[src/rtl/gamepad_move_decoder.sv]
// gamepad_move_decoder: turns the SNES button word into single-direction moves
// with hold-to-repeat timing, a Start press pulse and a controller-present flag.
module gamepad_move_decoder #(
    parameter int TICK_DIV         = 50000,
    parameter int REPEAT_DELAY_MS  = 400,
    parameter int REPEAT_PERIOD_MS = 150
) (
    input  logic        clk,
    input  logic        rst_n,
    input  logic [11:0] btn_state,
    output logic        move_valid,
    output logic [1:0]  move_dir,
    input  logic        move_ready,
    output logic        start_pulse,
    output logic        connected
);
    localparam int MS_MAX = REPEAT_DELAY_MS > REPEAT_PERIOD_MS ? REPEAT_DELAY_MS : REPEAT_PERIOD_MS;
    localparam int PRE_W  = $clog2(TICK_DIV);
    localparam int MS_W   = $clog2(MS_MAX + 1);
    localparam logic [PRE_W-1:0] PRE_LAST = PRE_W'(TICK_DIV - 1);
    localparam logic [MS_W-1:0]  DLY_LAST = MS_W'(REPEAT_DELAY_MS - 1);
    localparam logic [MS_W-1:0]  PER_LAST = MS_W'(REPEAT_PERIOD_MS - 1);

    typedef enum logic [1:0] {IDLE, WAIT_DELAY, WAIT_PERIOD} state_t;

    state_t            state_q, state_d;
    logic [11:0]       btn_q, btn;
    logic [3:0]        dirs;
    logic [PRE_W-1:0]  pre_q, pre_d;
    logic [MS_W-1:0]   ms_q, ms_d;
    logic [1:0]        held_q, held_d, cur_dir, dir_q, dir_d;
    logic              cur_valid, ev, load, tick_end, period_end;
    logic              start_q, valid_q, valid_d;

    assign connected   = btn_q != 12'hFFF;
    assign btn         = connected ? btn_q : 12'h000;
    assign dirs        = btn[7:4];
    assign cur_valid   = $onehot(dirs);
    assign cur_dir     = dirs[3] ? 2'd0 : dirs[2] ? 2'd1 : dirs[1] ? 2'd2 : 2'd3;
    assign start_pulse = btn[8] & ~start_q;
    assign tick_end    = pre_q == PRE_LAST;
    assign period_end  = tick_end && ms_q == (state_q == WAIT_DELAY ? DLY_LAST : PER_LAST);

    // Counters default to clear; they only advance while the same direction stays held.
    always_comb begin
        state_d = state_q;
        held_d  = held_q;
        pre_d   = '0;
        ms_d    = '0;
        ev      = 1'b0;
        if (state_q == IDLE) begin
            if (cur_valid) begin
                ev      = 1'b1;
                held_d  = cur_dir;
                state_d = WAIT_DELAY;
            end
        end else if (!cur_valid) begin
            state_d = IDLE;
        end else if (cur_dir != held_q || period_end) begin
            ev      = 1'b1;
            held_d  = cur_dir;
            state_d = cur_dir != held_q ? WAIT_DELAY : WAIT_PERIOD;
        end else begin
            pre_d = tick_end ? '0 : pre_q + PRE_W'(1);
            ms_d  = ms_q + MS_W'(tick_end);
        end
    end

    // An event is dropped while an unaccepted move is pending.
    assign load    = ev && (!valid_q || move_ready);
    assign valid_d = load ? 1'b1 : valid_q && !move_ready;
    assign dir_d   = load ? cur_dir : dir_q;

    always_ff @(posedge clk) begin
        if (!rst_n) begin
            btn_q   <= 12'hFFF;
            state_q <= IDLE;
            pre_q   <= '0;
            ms_q    <= '0;
            held_q  <= 2'd0;
            valid_q <= 1'b0;
            dir_q   <= 2'd0;
            start_q <= 1'b0;
        end else begin
            btn_q   <= btn_state;
            state_q <= state_d;
            pre_q   <= pre_d;
            ms_q    <= ms_d;
            held_q  <= held_d;
            valid_q <= valid_d;
            dir_q   <= dir_d;
            start_q <= btn[8];
        end
    end

    assign move_valid = valid_q;
    assign move_dir   = dir_q;
endmodule

[config.mk]
export PLATFORM = sky130hd
export DESIGN_NAME = gamepad_move_decoder
export DESIGN_NICKNAME = d
export VERILOG_FILES = /design/src/rtl/gamepad_move_decoder.sv
export SDC_FILE = /design/constraint.sdc
export NUM_CORES = 1
export LEC_CHECK = 0
export CAP_MARGIN = 20
export CORE_ASPECT_RATIO = 1.4
export CORE_MARGIN = 4
export CORE_UTILIZATION = 48
export CTS_CLUSTER_DIAMETER = 60
export CTS_CLUSTER_SIZE = 24
export DETAILED_ROUTE_END_ITERATION = 7
export PLACE_DENSITY = 0.75
export SLEW_MARGIN = 20
export SYNTH_ARGS = -nofsm -noshare
export SYNTH_HDL_FRONTEND = slang
export SYNTH_SLANG_ARGS = --single-unit
[constraint.sdc]
create_clock -name clk -period 2.9 [get_ports clk]
set_input_delay 0.29 -clock clk [delete_from_list [all_inputs] [get_ports clk]]
set_output_delay 0.29 -clock clk [all_outputs]
set_load 0.005 [all_outputs]
==> flow_summary.ini <==
[outcome]
outcome = finished clean

[critical_path]
crit_type = register to register
path_max_fanout = 8
crit_top_cell = ha_4
slowest_delay_ns = 0.36
cp.depth = 12
required_ns = 3.14
cp-start-kind = register
end_kind = register
worstPathCellList = ha_4, nand4_1, or3_4, and2_2, ha_1, ha_2, ha_4, nor3b_4, buf_4, nand4_4, clkbuf_16, nor2_1
arrival_ns = 2.98
ff2ff_path_depth = 12
slowest_stage = dfxtp_2
path_buf_inv = 2
reg2reg_slack_ns = 0.16
crit_family = simple AND/OR/NAND/NOR gates

[finish]
layout.cells.most_common = dfxtp_1
nNetsFinal = 260
drive_gt1_frac = 0.159
n_antenna_cell = 0
fin_cells = 282
area_growth_pct = 23.4
layout_common_cells = dfxtp_1 (42), nor2_1 (31), clkdlybuf4s50_1 (19)

[drt]
wirelength_mm = 3.38
routed_via_density = 5.15
route.antenna.remaining_nets = 0
wire_per_inst_um = 12.0
drtIter0Drc = 66
firstDrtPassIters = 4
drcViolationCount = 0
num_vias = 1453

[synth]
synth-adder-area-share = 0.0449
yosysSeqAreaShare = 0.462
synth_top_family_by_area = simple AND/OR/NAND/NOR gates
syn_nets = 229
synthArstFlopShare = 0
synth_flop_cell = dfxtp_1
synth_edf_count = 0
ys_types = 40
syn_inst = 207
synth_xor_xnor_area_share = 0.0988
synth_compound_area_frac = 0.0584
netlist_area_mm2 = 0.00195
yosys_warnings = 0
synthSimpleGateAreaFrac = 0.302
avgSynthCellArea_um2 = 9.42
muxShareOfSynthArea = 0.0103
synth-seq-cells = 45

[global_route]
grt_max_degree = 17
antenna_found_initial = 0
grt_pass1_vias = 1387
gr-total-overflow = 0
grt_pass1_wl_mm = 5.53
track_usage = 0.139

[timing]
worst_pin_slew_ns = 0.502
drv_slew = 0
hold_violations = 0
fin_crit_ns = 2.74
min_period_over_period = 0.946
max_clock_freq_mhz = 364
finalSetupViolations = 0
slew_headroom = 0.665
setup_ws_ns = 0.156
finClkSkew_ns = 0.00837

[die]
die_w_um = 61.9
pin_count = 20
rows = 27
initial_utilization = 0.497
die_h_um = 83.4
die_area_mm2 = 0.00516
placeableCoreArea_mm2 = 0.00392

[worst_hold_path]
hp-class = register to register
hold_depth = 1

[clock_tree]
cts_tree = done
ctsHoldBuffers = 0
cts.clk_slew.worst_paths_ns = 0.08
cts.sinks = 45
cts_made_buffers = 5
worstSkewPairLatency_ns = 0.29
root_buffer = clkbuf_8
cts.path.max_buffers = 2
cts-htree-levels = 2

[placement]
globalplace.congestion = 0.743
dp_cells = 268
port_buffers = 19
dp_hpwl_mm = 2.36
dpl_worst_slack_ns = -0.0117

[pwr]
p_per_area_mw_per_mm2 = 491
peakVddDrop_uv = 370
leakage_nw = 0.887
power_mw = 1.18

[flow_run]
maxCapViolCount = 0
==> registers in the layout, summed over array words and instances, names as in the netlist <==
| register | count |
|---|---|
| pre_q | 16 |
| move_dir | 2 |
| state_q | 2 |
| move_valid | 1 |
| start_q | 1 |
| btn_q | 12 |
| ms_q | 9 |
| held_q | 2 |
==> power by group <==
| group | leakage [nW] | internal (mW) | total, mW | switching, mW |
|---|---|---|---|---|
| Combinational | 0.482 | 0.0916 | 0.161 | 0.0698 |
| Sequential | 0.366 | 0.639 | 0.652 | 0.0139 |
| Clock | 0.0385 | 0.170 | 0.367 | 0.197 |
| Total | 0.887 | 0.901 | 1.18 | 0.280 |
==> cells in the mapped netlist (all sizes together), types with 4 or more instances <==
master,number,area share
a21oi,5,0.015
and3,6,0.019
dfxtp,45,0.46
ha,7,0.045
inv,6,0.012
nand2,16,0.031
nand2b,14,0.045
nand3,14,0.039
nand4,9,0.043
nor2,33,0.064
or3,4,0.014
xnor2,4,0.018
xor2,18,0.081
==> metrics by stage <==
step	utilization	area, µm²	hold slack, ns	TNS [ns]
final	0.614	2410	0.447	0
after global routing	0.614	2410	0.457	-0.0324
after floorplan	-	1960	0.363	0
after CTS	0.587	2300	0.458	0
after detailed placement	0.562	2200	0.440	-0.0117
after global placement	0.562	2200	0.430	0
==> cell families (layout without fill, tap and decap cells) <==
group	count (synthesis)	in the layout
AOI/OAI and AO/OA	14	14
xor gates and xnor gates	22	22
adders and majority gates	7	7
buffers and inverters	10	42
DFF	45	45
muxes	2	2
and+or+nand+nor	107	107
==> final cells by class <==
| cell class | count | area (µm²) |
|---|---|---|
| multi-input combinational | 152 | 1050 |
| clock buffer | 7 | 76.3 |
| inverter | 6 | 22.5 |
| tap | 43 | 53.8 |
| clock inverter | 1 | 7.51 |
| timing repair buffer | 28 | 288 |
| fill | 337 | 1510 |
| sequential | 45 | 905 |
==> what timing repair did <==
action | CTS | global route
pin swaps | 2 | 3
buffers inserted | 0 | 5
endpoints found under the setup margin | 27 | 32
cloned | 0 | 1
resized for setup | 2 | 8
==> layer usage <==
layer  track usage  vias up  share of wire
met1         0.150      663           0.41
met5             0        -              0
met2         0.235       21           0.53
li1              -      761              -
met4        0.0676        0          0.022
met3        0.0404        8          0.034
==> final timing paths <==
check | from | endpoint
worst max-delay path | btn_q[4]$_SDFF_PN1_ | pre_q[3]$_SDFF_PP0_
worst min-delay path | pre_q[0]$_SDFF_PP0_ | pre_q[0]$_SDFF_PP0_
worst max register to register | btn_q[4]$_SDFF_PN1_ | pre_q[3]$_SDFF_PP0_
worst min register to register | pre_q[0]$_SDFF_PP0_ | pre_q[0]$_SDFF_PP0_
Note: power is estimated with default switching activity, not from simulation.
